**src/rtl/credit_tx.sv**
```systemverilog
// -----------------------------------------------------------------------------
// credit_tx -- credit-based transmitter feeding a downstream FIFO write port.
//
// Upstream words are accepted with a valid/ready handshake and written to the
// downstream FIFO exactly one clock later.  A credit counter, preloaded with
// CREDITS, tracks free downstream FIFO slots: each write consumes one credit
// and each credit_ret pulse (one per word the consumer reads) returns one.
// Two INIT states after reset give the downstream FIFO time to leave its own
// registered reset before any write is issued.
//
// Parameters:
//   WIDTH       data width in bits (1..64)
//   CREDITS     initial and maximum credit count (1..15)
//
// Ports:
//   clk         clock, rising edge
//   reset_n     asynchronous active-low reset
//   s_data      upstream data
//   s_valid     upstream data valid
//   s_ready     block accepts s_data this cycle (combinational)
//   data_o      data to downstream FIFO write port (registered)
//   data_we     downstream FIFO write enable (registered)
//   credit_ret  one-cycle credit return pulse from the consumer
//   credits     current credit count
//   err         sticky credit-overflow flag
//
// Optional feature macro:
//   CREDIT_TX_OVERFLOW_CHECK_EN  when defined, a credit return arriving while
//                                the count is already full (and no transfer
//                                is consuming one) sets err until reset.
//                                When undefined, err is tied to 0.
// -----------------------------------------------------------------------------
module credit_tx #(
    parameter int WIDTH   = 8,
    parameter int CREDITS = 4
) (
    input  logic             clk,
    input  logic             reset_n,
    input  logic [WIDTH-1:0] s_data,
    input  logic             s_valid,
    output logic             s_ready,
    output logic [WIDTH-1:0] data_o,
    output logic             data_we,
    input  logic             credit_ret,
    output logic [3:0]       credits,
    output logic             err
);

    localparam logic [3:0] CRED_MAX = 4'(CREDITS);

    typedef enum logic [1:0] {
        INIT0  = 2'd0,
        INIT1  = 2'd1,
        ACTIVE = 2'd2
    } state_e;

    state_e           state_q;
    state_e           state_d;
    logic [3:0]       count_q;
    logic [3:0]       count_d;
    logic [WIDTH-1:0] data_q;
    logic [WIDTH-1:0] data_d;
    logic             we_q;
    logic             we_d;

    logic             active_s;
    logic             xfer_s;
    logic             ret_s;

    // Handshake decode: ready depends only on registered state and count,
    // so a credit returned this cycle is usable no earlier than next cycle.
    assign active_s = (state_q == ACTIVE);
    assign s_ready  = active_s && (count_q != 4'd0);
    assign xfer_s   = s_valid && s_ready;
    // Credit returns during INIT are dropped: the count is already full.
    assign ret_s    = credit_ret && active_s;

    // Next-state logic for the reset-delay sequencer.
    always_comb begin
        state_d = state_q;
        case (state_q)
            INIT0:   state_d = INIT1;
            INIT1:   state_d = ACTIVE;
            ACTIVE:  state_d = ACTIVE;
            default: state_d = INIT0;
        endcase
    end

    // Next credit count: simultaneous consume and return cancel out;
    // a return at full count saturates instead of wrapping.
    always_comb begin
        count_d = count_q;
        case ({xfer_s, ret_s})
            2'b10: count_d = count_q - 4'd1;
            2'b01: begin
                if (count_q >= CRED_MAX) begin
                    count_d = CRED_MAX;
                end else begin
                    count_d = count_q + 4'd1;
                end
            end
            default: count_d = count_q;
        endcase
    end

    // Next write-port values: one-clock latency, data held between writes.
    always_comb begin
        we_d   = xfer_s;
        data_d = data_q;
        if (xfer_s) begin
            data_d = s_data;
        end else begin
            data_d = data_q;
        end
    end

    // State, credit and write-port registers.
    always_ff @(posedge clk or negedge reset_n) begin
        if (!reset_n) begin
            state_q <= INIT0;
            count_q <= CRED_MAX;
            data_q  <= '0;
            we_q    <= 1'b0;
        end else begin
            state_q <= state_d;
            count_q <= count_d;
            data_q  <= data_d;
            we_q    <= we_d;
        end
    end

    assign data_o  = data_q;
    assign data_we = we_q;
    assign credits = count_q;

`ifdef CREDIT_TX_OVERFLOW_CHECK_EN
    logic err_q;
    logic err_d;
    logic ovf_s;

    // Overflow: a return with the count full and no transfer freeing a slot.
    assign ovf_s = ret_s && !xfer_s && (count_q == CRED_MAX);

    // Sticky overflow flag next-state.
    always_comb begin
        err_d = err_q;
        if (ovf_s) begin
            err_d = 1'b1;
        end else begin
            err_d = err_q;
        end
    end

    // Sticky overflow flag register, cleared only by reset.
    always_ff @(posedge clk or negedge reset_n) begin
        if (!reset_n) begin
            err_q <= 1'b0;
        end else begin
            err_q <= err_d;
        end
    end

    assign err = err_q;
`else
    assign err = 1'b0;
`endif

endmodule

```
**config.mk**
```make
export PLATFORM = sky130hd
export DESIGN_NAME = credit_tx
export DESIGN_NICKNAME = d
export VERILOG_FILES = /design/src/rtl/credit_tx.sv
export SDC_FILE = /design/constraint.sdc
export NUM_CORES = 1
export LEC_CHECK = 0
export ABC_CLOCK_PERIOD_IN_PS = 2400
export CAP_MARGIN = 5
export CORE_AREA = 2 2 45 47
export DETAILED_ROUTE_END_ITERATION = 8
export DIE_AREA = 0 0 47 49
export PLACE_DENSITY = 0.72
export SLEW_MARGIN = 20
export SYNTH_ARGS = -nofsm -noshare
export SYNTH_HDL_FRONTEND = slang
export SYNTH_SLANG_ARGS = --single-unit
export TNS_END_PERCENT = 5
```
**constraint.sdc**
```tcl
create_clock -name clk -period 2.4 [get_ports clk]
set_input_delay 0.48 -clock clk [delete_from_list [all_inputs] [get_ports clk]]
set_output_delay 0.48 -clock clk [all_outputs]
set_load 0.02 [all_outputs]
```
Yosys cells after proc, flatten, opt, wreduce, memory -nomap -nowiden
Cells that the tools add are included.
{ "classes": {"addsub": 2, "n_lt_le_gt_ge": 1, "eq_ne": 4, "n_mux": 3, "n_reduce_logical": 7} }
{ "op_table": {"columns": ["cell", "count"], "rows": [
  ["case mux 4 bit (2 select lines)", 1],
  ["adder 4 x 1 -> 4 bit, second input constant", 1],
  ["== test 2 x 1 -> 1 bit, second input constant", 2],
  ["== test 2 bit, second input constant", 2],
  [">= comparator 4 x 3 -> 1 bit, second input constant", 1],
  ["2-to-1 mux 4 bit", 1],
  ["case mux 2 bit (2 select lines)", 1],
  ["nonzero test 4 bit", 1],
  ["subtractor 4 x 1 -> 4 bit, second input constant", 1],
  ["logical AND 1 bit", 3],
  ["zero test 2 bit", 1],
  ["nonzero test 2 bit", 1],
  ["OR reduction 2 bit", 1]
]} }
{ "word_totals": {"ff_bits": 15, "in_bits": 12, "output_inout_bits": 15, "wordCells": 21} }

Longest topological paths before layout
Gate-level depths: netlist of the first run.
{ "depth": {"depth_word": 5, "depth_mapped": 9, "depth_no_buf": 9} }

Worst setup path before layout of the first run
Ideal clock, no wire load.
{ "synth_timing": {"path_type": "register to register", "start": "register count_q[0], in the netlist credits[0]", "end": "register count_q[1], in the netlist credits[1]", "setup_ns": 0.126, "arrival_time_ns": 1.858, "required_ns": 2.274, "path_slack_ns": 0.416, "stages_incl_launch_ff": 9, "n_path_buf": 0, "synth_period_minus_slack_ns": 1.984, "path_cell_list": "dfrtp_1 inv_1 ha_1 a21oi_4 inv_1 ha_1 o21bai_1 a31oi_1 a21oi_1"} }
{ "synth_between": {"elab_chain_len": 5, "elab_cells_between_ends": 11, "classes_between": "add/sub (2); order compare (1); eq/ne (2); mux (2); reduce/logical (4)"} }
{ "synth_rtl": {"columns": ["element", "line", "source"], "rows": [
  ["start: declaration", "59", "logic [3:0] count_q;"],
  ["start signal: assignment", "126", "count_q <= count_d;"],
  ["nonzero test 4 bit (*)", "73", "assign s_ready = active_s && (count_q != 4'd0);"],
  ["logical AND 1 bit (*)", "73", null],
  ["logical AND 1 bit (*)", "74", "assign xfer_s = s_valid && s_ready;"],
  ["via we_d", "64", "logic we_d;"],
  ["== test 2 x 1 -> 1 bit or == test 2 bit (tied branches)", "93", "case ({xfer_s, ret_s})"],
  ["case mux 4 bit (2 select lines) or nonzero test 2 bit (tied branches)", null, null]
]} }
Mark *: on every way through the listed nets, which the timed path passes. The rest lies on a longest branch.
A chain may end at the register's enable or synchronous reset.

Worst setup path in the final report of the first run
{ "layout_timing": {"start": "register count_q[2], in the netlist credits[2]", "end": "output credits[2]"} }
{ "layout_lines": {"columns": ["element", "line", "source"], "rows": [
  ["end: declaration", "45", "output logic [3:0] credits,"]
]} }
No word-level cell between the ends.

==> results.py, run 1 <==
metrics = {
    "status": {
        "status": "finished clean",
    },
    "setup_path": {
        "path_max_fanout": 7,
        "endpoint_kind": "primary output",
        "path_cells": "clkdlybuf4s50_1",
        "required_ns": 1.92,
        "crit_arrival_ns": 1.51,
        "criticalPathCategory": "register to primary output",
        "critical-path-max-stage-delay_ns": 0.62,
        "cp_num_buf_inv": 1,
        "cp_slowest_cell": "clkdlybuf4s50_1",
        "cp_top_family": "buffers and inverters",
        "start_kind": "register",
    },
    "routing": {
        "viasPerCell": 4.50,
        "drt_iter0_markers": 4,
        "ant_nets": 0,
        "dr.pass1.iters": 2,
        "routed_wl_um": 1330,
        "vias": 513,
        "drc": 0,
        "wire_per_inst_um": 11.6,
    },
    "clock_tree": {
        "cts.clk_slew.worst_paths_ns": 0.09,
        "ctsHtreeMaxLevel": 1,
        "cts.sink_count": 15,
        "cts_made_buffers": 3,
        "cts_tree": "done",
        "cts_buffer_depth": 2,
        "clock-root-buffer": "clkbuf_4",
        "cts_setup_buffers": 0,
        "clk_latency_ns": 0.29,
        "cts_hold_buf": 0,
        "ctsResizeCount": 0,
    },
    "floorplanning": {
        "die_w_um": 47,
        "ios": 27,
        "dieArea_um2": 2300,
        "die_h_um": 49,
        "std_cell_rows": 16,
        "core_um2": 1840,
        "initial_utilization_pct": 37.9,
    },
    "sta": {
        "rsz0062_at_grt": "no",
        "hold_slack_ns": 0.516,
        "hold_viol": 0,
        "slew_violations": 0,
        "min_period_ns": 1.99,
        "slew_headroom_pct": 54.3,
        "fin_setup_tns_ns": 0,
        "tightest_slew_ns": 0.683,
        "finalSetupViolations": 0,
        "finClkSkew_ns": 0.00907,
        "fmax_ghz": 0.503,
        "min_period_over_period_pct": 82.9,
    },
    "global_route": {
        "grt_usage_pct": 13.7,
        "grt_pass1_vias": 501,
        "grt_start_max_net_pins": 16,
        "grt_antenna_before_repair": 0,
        "grt_overflow": 0,
        "grt_first_pass_wirelength_um": 2210,
    },
    "placed_design": {
        "port_buffers": 25,
        "routabilityCongestion": 0.719,
        "placed_cell_area_um2": 982,
        "hpwlAfterDp_um": 916,
    },
    "cells_and_area": {
        "area_delta_synth_final_pct": 45.0,
        "fin_area_um2": 1010,
        "final_nets": 105,
        "antenna_cells": 0,
        "drive_above_1_share_pct": 18.4,
    },
    "pwr": {
        "swShare_pct": 38.8,
        "pwr-share-clk_pct": 13.0,
        "switchingPower_mw": 0.442,
        "internal_power_mw": 0.697,
        "max-vdd-ir-drop_uv": 556,
        "power.leakage_nw": 0.447,
        "p_per_area_nw_per_um2": 1120,
        "combinationalPowerShare_pct": 50.3,
        "seq_power_share_pct": 36.7,
    },
    "logic_synthesis": {
        "syn_nets": 75,
        "yosys.area.top_type": "dfrtp_1",
        "syn_inst": 58,
        "yosysSeqAreaShare_pct": 53.9,
        "ys_top_cells_by_area": "dfrtp_1 (50%), mux2_2 (13%), ha_1 (9.0%)",
        "avgSynthCellArea_um2": 12.0,
        "ys_ff_latch": 15,
        "ys_warn_count": 0,
        "synth_area_um2": 698,
        "synth_cell_type_count": 21,
        "synth_top_area_share_pct": 50.2,
    },
    "run": {
        "cap_viol_max_count": 0,
    },
    "min_path": {
        "worstHoldPathType": "register to register",
    },
}
## per-layer routing
layer	vias up	wire length, um	global-route usage (%)
li1	253	-	-
met1	238	575	17.6
met2	20	618	19.9
met3	2	123	4.81
met4	0	8	6.94
met5	-	0	0
## through the flow
stage,instances,power [mW],setup WS (ns),util (%)
3_5_place_dp,110,1.00,0.328,53.3
2_1_floorplan,58,0.748,0.416,-
5_1_grt,114,1.22,0.336,55.0
3_3_place_gp,110,0.991,0.366,53.3
6_report,114,1.14,0.411,55.0
4_1_cts,114,1.15,0.0295,54.8
## power by group through the flow
stage / registers, mW / clock network (mW) / logic, mW
after floorplan: 0.514 / 0 / 0.234
after global placement: 0.420 / 0 / 0.571
after detailed placement: 0.425 / 0 / 0.576
after CTS: 0.422 / 0.153 / 0.579
after global routing: 0.434 / 0.165 / 0.623
final: 0.418 / 0.148 / 0.573
## synthesized netlist by cell type
master / number
nor3_1: 3
dfstp_2: 1
nor3b_1: 1
nand2_1: 4
o21ai_0: 1
a22o_1: 1
a21boi_0: 1
o21a_1: 1
buf_4: 1
nor2_1: 3
ha_1: 5
o21bai_1: 2
nor2_2: 1
a21oi_1: 1
mux2_2: 8
conb_1: 1
a31oi_1: 2
inv_1: 5
a21oi_4: 1
and2_1: 1
dfrtp_1: 14
## registers in the layout (all words and copies together) (netlist names)
signal,count
data_o,8
state_q,2
data_we,1
credits,4
## placed cells by master (no fill, tap or decap), types with 2 or more instances in the layout
master and count:
a31oi_1 2, clkbuf_4 3, clkdlybuf4s50_1 24, dfrtp_1 14, ha_1 5, inv_1 5
mux2_2 8, nand2_1 4, nor2_1 3, nor3_1 3, o21bai_1 2
## layout make-up
type	count	area [um2]
fill	164	830
sequential	15	377
multi-input combinational	37	295
timing repair buffer	26	260
tap	27	33.8
clock buffer	3	22.5
inverter	5	18.8
clock inverter	1	5.00
## logic make-up after synthesis
logic type	synth area share, %
multiplexers	12.9
flip-flops	53.9
AND/OR/NAND/NOR	8.78
other	0.537
adder cells (fa/ha/maj)	8.96
buffers and inverters	3.76
AO/OA/AOI/OAI	11.1
## path summary, 6_finish.rpt
kind / slack, ns / from / cells past startpoint / to
worst max-delay path: 0.41 / credits[2]$_DFFE_PN1P_ / 1 / credits[2]
worst min-delay path: 0.52 / data_o[2]$_DFFE_PN0P_ / 1 / data_o[2]$_DFFE_PN0P_
worst max register to register: 0.55 / credits[0]$_DFFE_PN0P_ / 8 / credits[1]$_DFFE_PN0P_
worst min register to register: 0.52 / data_o[2]$_DFFE_PN0P_ / 1 / data_o[2]$_DFFE_PN0P_
max in group asynchronous: 1.36 / reset_n / 1 / state_q[0]$_DFF_PN0_
min in group asynchronous: 0.60 / reset_n / 1 / data_o[3]$_DFFE_PN0P_
Power figures use the tool's default switching activity.
==> inputs of run 2 (changes only) <==
- ABC_CLOCK_PERIOD_IN_PS: 2400 -> 1700
- CORE_AREA: 2 2 45 47 -> 2 2 55 42
- DIE_AREA: 0 0 47 49 -> 0 0 57 44
- PLACE_DENSITY: 0.72 -> 0.7
- clock period: 2.4 -> 1.7 ns (I/O delays scaled with it)
==> run 2 against run 1 <==
Compared with the run above:
- global-route usage rose by 0.51 points
- clock-buffer cell count rose by 1
- highest routed layer unchanged
- die area grew 8.9%
- setup slack worse by 0.33 ns
- utilization increased by 0.55 points
- register-to-register slack lost 0.41 ns
- critical endpoint unchanged
- design area up 9.5%
==> results.py, run 2 (synthesized netlist as in run 1, its figures left out) <==
metrics = {
    "routing": {
        "routed_wl_um": 1510,
        "drc": 0,
        "drt_iter0_markers": 3,
        "ant_nets": 0,
        "viasPerCell": 4.65,
        "vias": 553,
        "dr.pass1.iters": 3,
        "wire_per_inst_um": 12.7,
    },
    "sta": {
        "fmax_ghz": 0.616,
        "rsz0062_at_grt": "no",
        "hold_slack_ns": 0.303,
        "fin_setup_tns_ns": 0,
        "finClkSkew_ns": 0.00185,
        "finalSetupViolations": 0,
        "setup_ws_ns": 0.0775,
        "min_period_over_period_pct": 95.4,
        "min_period_ns": 1.62,
        "slew_violations": 0,
        "hold_viol": 0,
    },
    "cells_and_area": {
        "register_area_um2": 379,
        "antenna_cells": 0,
        "final_nets": 113,
        "largest_reg_flops": 8,
        "area_delta_synth_final_pct": 58.8,
        "final_cell_mix": "clkdlybuf4s50_1 (20), dfrtp_1 (12), buf_4 (9)",
        "fillers": 199,
        "drive_above_1_share_pct": 35.8,
        "multi_input_area_um2": 345,
        "final_common_cell": "clkdlybuf4s50_1",
    },
    "floorplanning": {
        "core_um2": 2000,
        "die_w_um": 57,
        "std_cell_rows": 14,
        "dieArea_um2": 2510,
        "ios": 27,
        "die_h_um": 44,
        "initial_utilization_pct": 35.0,
    },
    "clock_tree": {
        "cts_hold_buf": 0,
        "ctsHtreeMaxLevel": 1,
        "clk_latency_ns": 0.28,
        "cts_buffer_depth": 2,
        "cts.clk_slew.worst_paths_ns": 0.08,
        "cts_made_buffers": 3,
        "cts.sink_count": 15,
        "clock-root-buffer": "clkbuf_4",
        "cts_tree": "done",
    },
    "setup_path": {
        "endpoint_kind": "primary output",
        "required_ns": 1.36,
        "start_kind": "register",
        "path_max_fanout": 6,
        "criticalPathCategory": "register to primary output",
        "crit_arrival_ns": 1.28,
        "rrSetupSlack_ns": 0.14,
        "critical-path-max-stage-delay_ns": 0.56,
        "cp_num_buf_inv": 2,
        "cp_slowest_cell": "dfstp_2",
        "cp_top_family": "flip-flops",
        "path_cells": "buf_4, clkdlybuf4s15_1",
    },
    "global_route": {
        "grt_pass1_vias": 601,
        "grt_util_met1_pct": 16.6,
        "grt_start_max_net_pins": 10,
        "gr-usage-met2_pct": 25.3,
        "grt_antenna_before_repair": 0,
        "grt_usage_pct": 14.2,
        "grt_overflow": 0,
        "use_met3_pct": 5.37,
        "grt_first_pass_wirelength_um": 2620,
        "top_usage_layer": "met2",
    },
    "pwr": {
        "p_per_area_nw_per_um2": 1580,
        "power.leakage_nw": 0.486,
        "max-vdd-ir-drop_uv": 796,
        "power.total_mw": 1.76,
    },
    "placed_design": {
        "place_ws_ns": -0.0855,
        "hpwlAfterDp_um": 1250,
        "routabilityCongestion": 0.787,
        "port_buffers": 25,
    },
    "min_path": {
        "worstHoldPathType": "primary input to async pin",
    },
    "status": {
        "status": "finished clean",
    },
    "run": {
        "cap_viol_max_count": 0,
    },
}
-- run 2: power breakdown --
part	leakage [nW]	total (mW)	internal [mW]	switching, mW
Clock	0.0150	0.202	0.0911	0.111
Sequential	0.173	0.564	0.486	0.0776
Combinational	0.298	0.990	0.502	0.488
-- run 2: cell type report --
cell class / count / share of cell area, %
repair buffers: 34 / 27.9
inverters: 5 / 1.69
well taps: 24 / 2.71
flip-flops and latches: 15 / 34.2
clock buffers: 4 / 2.37
multi-input cells: 37 / 31.2
-- run 2: path summary, 6_finish.rpt --
path	start	endpoint	cells after the start
max in group asynchronous	reset_n	credits[0]$_DFFE_PN0P_	2
min in group clk	data_o[1]$_DFFE_PN0P_	data_o[1]$_DFFE_PN0P_	1
max	credits[2]$_DFFE_PN1P_	credits[2]	2
min reg2reg	data_o[1]$_DFFE_PN0P_	data_o[1]$_DFFE_PN0P_	1
min	reset_n	data_o[1]$_DFFE_PN0P_	1
max reg2reg	state_q[0]$_DFF_PN0_	credits[1]$_DFFE_PN0P_	9
-- run 2: metal layers --
metal  vias up  share of wire [%]
met5         -                  0
met4         0               0.26
met3         2                4.9
met2        14                 50
met1       266                 45
li1        271                  -
-- run 2: timing repair --
action / CTS / global route
endpoints found under the setup margin: 5 / 5
buffers inserted: 0 / 1
gates resized for setup: 9 / 6
pin swaps: 0 / 4
-- run 2: metrics by stage --
| stage | util (%) | cell area (um2) | cells |
|---|---|---|---|
| finish | 55.5 | 1110 | 119 |
| global route | 55.5 | 1110 | 119 |
| CTS | 55.2 | 1100 | 121 |
| detailed placement | 54.4 | 1090 | 117 |
| global placement | 54.4 | 1090 | 117 |
| floorplan | - | 731 | 58 |
==> inputs of run 3 (changes only) <==
- CORE_AREA: 2 2 55 42 -> 2 2 45 47
- CTS_BUF_LIST: unset -> sky130_fd_sc_hd__clkbuf_8
- DIE_AREA: 0 0 57 44 -> 0 0 47 49
- PLACE_DENSITY: 0.7 -> 0.75
==> run 3 against run 2 <==
Compared with the run above:
- power grew 5.2%
- combinational power is essentially flat
- final cell count increased by 3.4%
- register-to-register slack got worse by 0.05 ns
- via count up 3.4%
- critical path depth is 6 higher
- clock power is 39% higher
- largest cell class unchanged
- utilization up 5.8 points
- wire length decreased by 1.9%
- sequential cell count did not move
- sequential share of layout area fell by 0.64 points
==> results.py, run 3 (synthesized netlist as in run 1, its figures left out) <==
metrics = {
    "clock_tree": {
        "clock-root-buffer": "clkbuf_8",
        "cts_buffer_depth": 2,
        "clk_latency_ns": 0.24,
        "cts_made_buffers": 3,
        "ctsHtreeMaxLevel": 1,
        "cts.sink_count": 15,
        "cts_tree": "done",
        "cts.clk_slew.worst_paths_ns": 0.06,
        "cts_setup_buffers": 0,
    },
    "setup_path": {
        "required_ns": 1.83,
        "start_kind": "register",
        "crit_arrival_ns": 1.74,
        "path_max_fanout": 6,
        "endpoint_kind": "register",
        "criticalPathCategory": "register to register",
    },
    "floorplanning": {
        "die_w_um": 47,
        "dieArea_um2": 2300,
        "die_h_um": 49,
        "initial_utilization_pct": 37.9,
        "ios": 27,
        "core_um2": 1840,
        "std_cell_rows": 16,
    },
    "cells_and_area": {
        "antenna_cells": 0,
        "fillers": 166,
        "layout.cells.non_filler": 123,
        "area_delta_synth_final_pct": 61.8,
        "drive_above_1_share_pct": 35.4,
        "final_cell_mix": "clkdlybuf4s50_1 (20), dfrtp_1 (12), buf_4 (10)",
        "largest_reg_flops": 8,
        "final_common_cell": "clkdlybuf4s50_1",
        "final_nets": 114,
    },
    "placed_design": {
        "port_buffers": 25,
        "hpwlAfterDp_um": 1200,
        "dp.cells": 119,
        "routabilityCongestion": 0.810,
        "place_ws_ns": -0.0682,
    },
    "pwr": {
        "p_per_area_nw_per_um2": 1640,
        "power.leakage_nw": 0.516,
        "max-vdd-ir-drop_uv": 845,
    },
    "global_route": {
        "grt_overflow": 0,
        "grt_usage_pct": 15.5,
        "grt_pass1_vias": 598,
        "grt_start_max_net_pins": 16,
        "grt_first_pass_wirelength_um": 2560,
        "grt_antenna_before_repair": 0,
    },
    "routing": {
        "routed_wl_um": 1490,
        "drt_iter0_markers": 3,
        "drc": 0,
        "viasPerCell": 4.65,
        "vias": 572,
        "dr.pass1.iters": 2,
        "ant_nets": 0,
        "wire_per_inst_um": 12.1,
    },
    "sta": {
        "setup_ws_ns": 0.0906,
        "fmax_ghz": 0.621,
        "rsz0062_at_grt": "no",
        "hold_viol": 0,
        "finClkSkew_ns": 0.00187,
        "slew_violations": 0,
        "min_period_ns": 1.61,
        "finalSetupViolations": 0,
        "min_period_over_period_pct": 94.7,
    },
    "status": {
        "status": "finished clean",
    },
    "min_path": {
        "worstHoldPathType": "primary input to async pin",
    },
    "run": {
        "cap_viol_max_count": 0,
    },
}
run 3: path summary, 6_finish.rpt:
kind	startpoint	endpoint	slack (ns)	depth (start not counted)
setup / recovery	credits[2]$_DFFE_PN1P_	credits[1]$_DFFE_PN0P_	0.09	8
hold / removal	reset_n	credits[1]$_DFFE_PN0P_	0.41	2
setup reg to reg	credits[2]$_DFFE_PN1P_	credits[1]$_DFFE_PN0P_	0.09	8
hold reg to reg	data_o[6]$_DFFE_PN0P_	data_o[6]$_DFFE_PN0P_	0.51	1
max in group asynchronous	reset_n	credits[2]$_DFFE_PN1P_	1.04	2
min in group clk	data_o[6]$_DFFE_PN0P_	data_o[6]$_DFFE_PN0P_	0.51	1
run 3: area by class of cell:
class,count,area [um2],share of cell area (%)
multi-input cells,37,330,29.2
clock buffers,3,41.3,3.65
clock inverters,1,3.75,0.332
repair buffers,35,323,28.6
inverters,5,18.8,1.66
flip-flops and latches,15,379,33.6
well taps,27,33.8,2.99
run 3: where the power goes:
part | switching, mW | internal (mW) | leakage, nW
Sequential | 0.0743 | 0.488 | 0.173
Combinational | 0.485 | 0.521 | 0.316
Clock | 0.121 | 0.160 | 0.0269
Total | 0.680 | 1.17 | 0.516
run 3: worst max-delay path: stages, from the launching register on:
cell and delay [ns]:
dfstp_2 0.55, nor2_4 0.04, buf_4 0.14, a21oi_4 0.13
inv_2 0.05, ha_4 0.23, o21bai_1 0.15, a31oi_1 0.13
a21oi_1 0.06
run 3: stage by stage:
| stage | power (mW) | hold WS (ns) | instance area, um2 | utilization (%) | setup TNS (ns) |
|---|---|---|---|---|---|
| after floorplan | 1.13 | 0.0444 | 731 | - | -0.0166 |
| after global placement | 1.59 | 0.491 | 1080 | 58.8 | -0.0658 |
| after detailed placement | 1.62 | 0.499 | 1080 | 58.8 | -0.295 |
| after CTS | 1.89 | 0.417 | 1130 | 61.1 | 0 |
| after global routing | 1.97 | 0.445 | 1130 | 61.3 | 0 |
| final | 1.85 | 0.415 | 1130 | 61.3 | 0 |
run 3: timing repair:
| action | CTS | global route |
|---|---|---|
| setup endpoints to repair | 3 | 5 |
| cloned | 0 | 0 |
| resized for setup | 6 | 5 |
| hold buffers | 0 | 0 |
run 3: layer usage:
metal	up-vias	share of wire (%)	track usage (%)
met5	-	0	0
met4	0	0	5.09
met3	0	7.3	5.56
met2	20	51	25.3
met1	282	41	18.1
li1	270	-	-
==> patch 1, RTL diff (config.mk and constraints of run 1) <==
Add a define of `CREDIT_TX_OVERFLOW_CHECK_EN`.
--- a/src/rtl/credit_tx.sv
+++ b/src/rtl/credit_tx.sv
@@ -31,4 +31,6 @@
 //                                When undefined, err is tied to 0.
 // -----------------------------------------------------------------------------
+`define CREDIT_TX_OVERFLOW_CHECK_EN
+
 module credit_tx #(
     parameter int WIDTH   = 8,
Formal check against the unedited RTL: not equivalent (a bounded check fails within 4 cycles, from zero or initial values and one cycle with reset_n low).
==> patch 1 against run 1 <==
  * Sequential power increased by 9.6%
  * Routed wire length is 11% higher
  * Synthesized area is 7.5% higher
  * Global-route usage increased by 0.79 points
  * Count of clock-buffer cells in the layout is 1 higher
  * Sequential share of layout area about the same
  * Clock power grew 24%
  * Critical endpoint is now s_ready
  * Design area grew 6.7%
  * Worst hold slack worse by 0.031 ns
  * Largest power group unchanged
  * Setup slack got worse by 0.11 ns
  * Total power increased by 11%
  * Synthesized cell count rose by 5.2%
  * Sequential cell count rose by 1
==> patch 1: results (changes against run 1) <==
- Primary FF master, synth: dfrtp_1 (unchanged)
- Number of flip-flops in the largest register: 8 (unchanged)
- Family with the most delay on the worst path: flip-flops (was buffers and inverters)
- Ant diodes: 0 (unchanged)
- GRT Total Usage: 14.5% (was 13.7%)
- GP Congestion: 0.733 (was 0.719)
- Synth warn: 0 (unchanged)
- CP peak stage delay: 0.44 ns (was 0.62 ns)
- Count of different cell masters after synthesis: 22 (was 21)
- DP HPWL: 1.08 mm (was 916 µm)
- Ranking of synthesized cells by area: dfrtp_1 (50%), ha_1 (10%), mux2_2 (9.0%) (was dfrtp_1 (50%), mux2_2 (13%), ha_1 (9.0%))
- Fmax: 475 MHz (was 503 MHz)
- Full die area: 2300 µm² (unchanged)
- Largest net degree at the start of global routing: 17 (was 16)
- P_leak: 0.000475 µW (was 0.000447 µW)
- Outcome: finished, final reports clean (unchanged)
- Num CTS Buffers: 3 (unchanged)
- Initial antenna violation count: 0 (unchanged)
- Worst-Margin Slew: 0.744 ns (was 0.683 ns)
- DP Worst Slack: 0.309 ns (was 0.328 ns)
- Port bufs: 26 (was 25)
- CTS max path bufs: 2 (unchanged)
- Share of cells above drive strength 1: 15.4% (was 18.4%)
- Hold_sp: err$_DFFE_PN0P_ (was data_o[2]$_DFFE_PN0P_)
- Filler cells: 168 (was 164)
- Sequential share of the synthesized area: 53.5% (was 53.9%)
- CP arrival: 1.62 ns (was 1.51 ns)
- Worst VDD drop: 0.568 mV (was 0.556 mV)
- Root Driver: clkbuf_4 (unchanged)
- Buffer count from post-CTS setup fixing: 0 (unchanged)
- Clock-pin slew on the worst setup and hold paths: 0.10 ns
- Clk_lat worst skew: 0.29 ns (about the same)
- CP Max Fanout: 6 (was 7)
- CP max-delay cell: dfrtp_1 (was clkdlybuf4s50_1)
- CTS H-tree lvls: 1 (unchanged)
- Setup Skew: 0.0103 ns (was 0.00907 ns)
- Routed vias/inst: 4.81 (was 4.50)
- Top cells by count, synth: dfrtp_1 (15), inv_1 (7), ha_1 (6), mux2_2 (6), nand2_1 (4) (was dfrtp_1 (14), mux2_2 (8), ha_1 (5), inv_1 (5), nand2_1 (4))
- Critical Path Start: credits[0]$_DFFE_PN0P_ (was credits[2]$_DFFE_PN1P_)
- Final net count: 110 (was 105)
- Syn Nets: 79 (was 75)
- Drt first pass iters: 4 (was 2)
- Global-route wire length before repair: 2.39 mm (was 2.21 mm)
- Initial DRC Count: 13 (was 4)
- Hold Path Class: register to register (unchanged)
- WL/cell: 12.4 µm (was 11.6 µm)
- Dpl cell area: 1040 µm² (was 982 µm²)
- Ys async rst share: 100% (unchanged)
- Vias in the first global route: 571 (was 501)
==> patch 1: logic make-up (layout without fill, tap and decap cells) <==
family,count (synthesis),in the layout,share of synthesized area [%]
compound gates,12,12,12.5
fa+ha+maj,6,6,10.0
buf+inv,8,38,4.50
flops,16,16,53.5
mux,8,8,12.0
simple gates,11,11,7.50
==> patch 1: worst paths after layout <==
check	end	slack [ns]	depth (start not counted)
hold / removal	err$_DFFE_PN0P_	0.48	1
hold reg to reg	err$_DFFE_PN0P_	0.48	1
max in group asynchronous	data_o[3]$_DFFE_PN0P_	1.31	1
setup reg to reg	credits[1]$_DFFE_PN0P_	0.52	8
setup / recovery	s_ready	0.30	4
min in group asynchronous	credits[3]$_DFFE_PN0P_	0.62	1
==> patch 1: repair_timing <==
item / in CTS / in global routing
hold endpoints to repair: 0 / 0
endpoints found under the setup margin: 1 / 0
resized for setup: 1 / 0
hold buffers: 0 / 0
==> patch 1: per-layer routing <==
| metal | global-route usage, % | routed length (µm) | vias up | part of all wire (%) |
|---|---|---|---|---|
| li1 | - | - | 272 | - |
| met1 | 17.8 | 649 | 273 | 44 |
| met2 | 23.1 | 726 | 19 | 50 |
| met3 | 2.96 | 69 | 4 | 4.7 |
| met4 | 7.41 | 21 | 0 | 1.4 |
| met5 | 0 | 0 | - | 0 |
==> patch 1: where the power goes <==
part           switching [µW]  internal [µW]  leakage (µW)
Sequential               91.3            366      0.000186
Combinational             307            313      0.000268
Clock                    90.7           92.4     0.0000210
Total                     489            772      0.000475
==> patch 1: worst register-to-register path, cell delays in order, from the launching register on <==
cell and delay [ns]:
dfrtp_1 0.44, inv_1 0.06, ha_1 0.28, a21oi_4 0.15, inv_1 0.07, ha_1 0.38
o21bai_1 0.19, a31oi_1 0.14, a21oi_1 0.05
==> patch 1: cell type report <==
| class | instances | area share [%] |
|---|---|---|
| inverter | 7 | 2.43 |
| multi-input combinational | 37 | 29.2 |
| timing repair buffer | 27 | 24.7 |
| sequential | 16 | 37.2 |
| clock buffer | 4 | 3.36 |
| tap | 27 | 3.13 |
==> patch 1: stage by stage <==
| step | instances | hold WS, ns | power, µW | util (%) |
|---|---|---|---|---|
| 6_report | 118 | 0.485 | 1260 | 58.6 |
| 5_1_grt | 118 | 0.517 | 1340 | 58.6 |
| 4_1_cts | 118 | 0.493 | 1270 | 58.6 |
| 3_5_place_dp | 114 | 0.471 | 1090 | 56.7 |
| 3_3_place_gp | 114 | 0.460 | 1080 | 56.7 |
| 2_1_floorplan | 61 | 0.184 | 825 | - |
==> patch 2, RTL diff (settings of run 1) <==
Without the edit above. Take the reset off `data_q` and load it in a clocked block of its own.
--- a/src/rtl/credit_tx.sv
+++ b/src/rtl/credit_tx.sv
@@ -120,12 +120,14 @@
             state_q <= INIT0;
             count_q <= CRED_MAX;
-            data_q  <= '0;
             we_q    <= 1'b0;
         end else begin
             state_q <= state_d;
             count_q <= count_d;
-            data_q  <= data_d;
             we_q    <= we_d;
         end
+    end
+
+    always_ff @(posedge clk) begin
+        data_q <= data_d;
     end
 
Function: differs if reset_n is asserted again (counterexample within 4 cycles, from zero or initial values and one cycle with reset_n low); with reset_n held inactive, the same outputs for 10 cycles.
==> patch 2 against run 1 <==
  * Setup slack better by 0.012 ns
  * Largest cell class unchanged
  * Design area fell by 6.6%
  * Synthesized area is 8.2% lower
  * Sequential cell count did not move
  * Total power is 15% lower
  * Routed wire length decreased by 5.1%
==> patch 2: results (changes against run 1) <==
- Outcome: finished, final reports clean (unchanged)
- Final net count: 96 (was 105)
- Global-route wire length before repair: 1.93 mm (was 2.21 mm)
- Setup Skew: 0.000608 ns (was 0.00907 ns)
- Routed vias/inst: 4.56 (was 4.50)
- Initial DRC Count: 10 (was 4)
- P_leak: 0.000391 µW (was 0.000447 µW)
- DP Worst Slack: 0.388 ns (was 0.328 ns)
- Syn Nets: 67 (was 75)
- GP Congestion: 0.795 (was 0.719)
- Filler cells: 184 (was 164)
- DP HPWL: 970 µm (was 916 µm)
- Seq pwr share: 41.4% (was 36.7%)
- Drt total wl: 1.26 mm (was 1.33 mm)
- Post-synth EDFFs: 8 (was 0)
- Worst VDD drop: 0.640 mV (was 0.556 mV)
- Clock network fraction of total power: 15.1% (was 13.0%)
- Num CTS Buffers: 3 (unchanged)
- Largest net degree at the start of global routing: 10 (was 16)
- Count of different cell masters after synthesis: 20 (was 21)
- Vias in the first global route: 448 (was 501)
- Hold Path Class: input pin to async pin (was register to register)
- Sequential share of the synthesized area: 65.0% (was 53.9%)
- Ys async rst share: 46.7% (was 100%)
- Vias: 479 (was 513)
- Power Internal: 615 µW (was 697 µW)
- Share of cells above drive strength 1: 6.41% (was 18.4%)
- Top cells by count, synth: edfxtp_1 (8), dfrtp_1 (6), ha_1 (5) (was dfrtp_1 (14), mux2_2 (8), ha_1 (5), inv_1 (5), nand2_1 (4))
- GRT Total Usage: 12.1% (was 13.7%)
- FF-to-FF setup slack: 0.58 ns (was 0.55 ns)
[patch 2: layout make-up]
cell class / count / share of cell area, %
Sequential cell: 15 / 44.0
Timing Repair Buffer: 25 / 26.7
Multi-Input combinational cell: 30 / 21.3
Tap cell: 27 / 3.57
Clock buffer: 4 / 2.78
Inverter: 4 / 1.59
[patch 2: what timing repair did]
action	CTS	global route
endpoints found under the setup margin	0	1
gates resized for setup	0	1
hold buffers	0	0
[patch 2: logic make-up (layout without fill, tap and decap cells)]
logic type	Yosys count	after routing	synth area share, %
flip-flops	15	15	65.0
other	1	1	0.585
buffers and inverters	5	33	3.52
adder cells (fa/ha/maj)	5	5	9.77
AO/OA/AOI/OAI	8	8	8.40
AND/OR/NAND/NOR	16	16	12.7
[patch 2: through the flow]
stage / instance area [µm²] / hold WS [ns]
finish: 946 / 0.456
floorplan: 641 / 0.184
CTS: 943 / 0.467
global placement: 917 / 0.552
global route: 946 / 0.471
detailed placement: 917 / 0.560
[patch 2: worst max path at each step]
stage / from / end / slack [ns] / cells after the start
final: credits[2]$_DFFE_PN1P_ / credits[2] / 0.42 / 1
after global routing: credits[0]$_DFFE_PN0P_ / s_ready / 0.37 / 5
after CTS: credits[0]$_DFFE_PN0P_ / s_ready / 0.07 / 5
after detailed placement: credits[0]$_DFFE_PN0P_ / s_ready / 0.39 / 5
after global placement: credits[0]$_DFFE_PN0P_ / s_ready / 0.44 / 5
after floorplan: credits[0]$_DFFE_PN0P_ / credits[1]$_DFFE_PN0P_ / 0.63 / 8
[patch 2: routing by layer]
layer | wire (µm) | share of wire, % | track usage [%]
met2 | 613 | 49 | 19.6
met4 | 32 | 2.5 | 6.94
met1 | 516 | 41 | 13.1
met3 | 95 | 7.6 | 4.07
met5 | 0 | 0 | 0
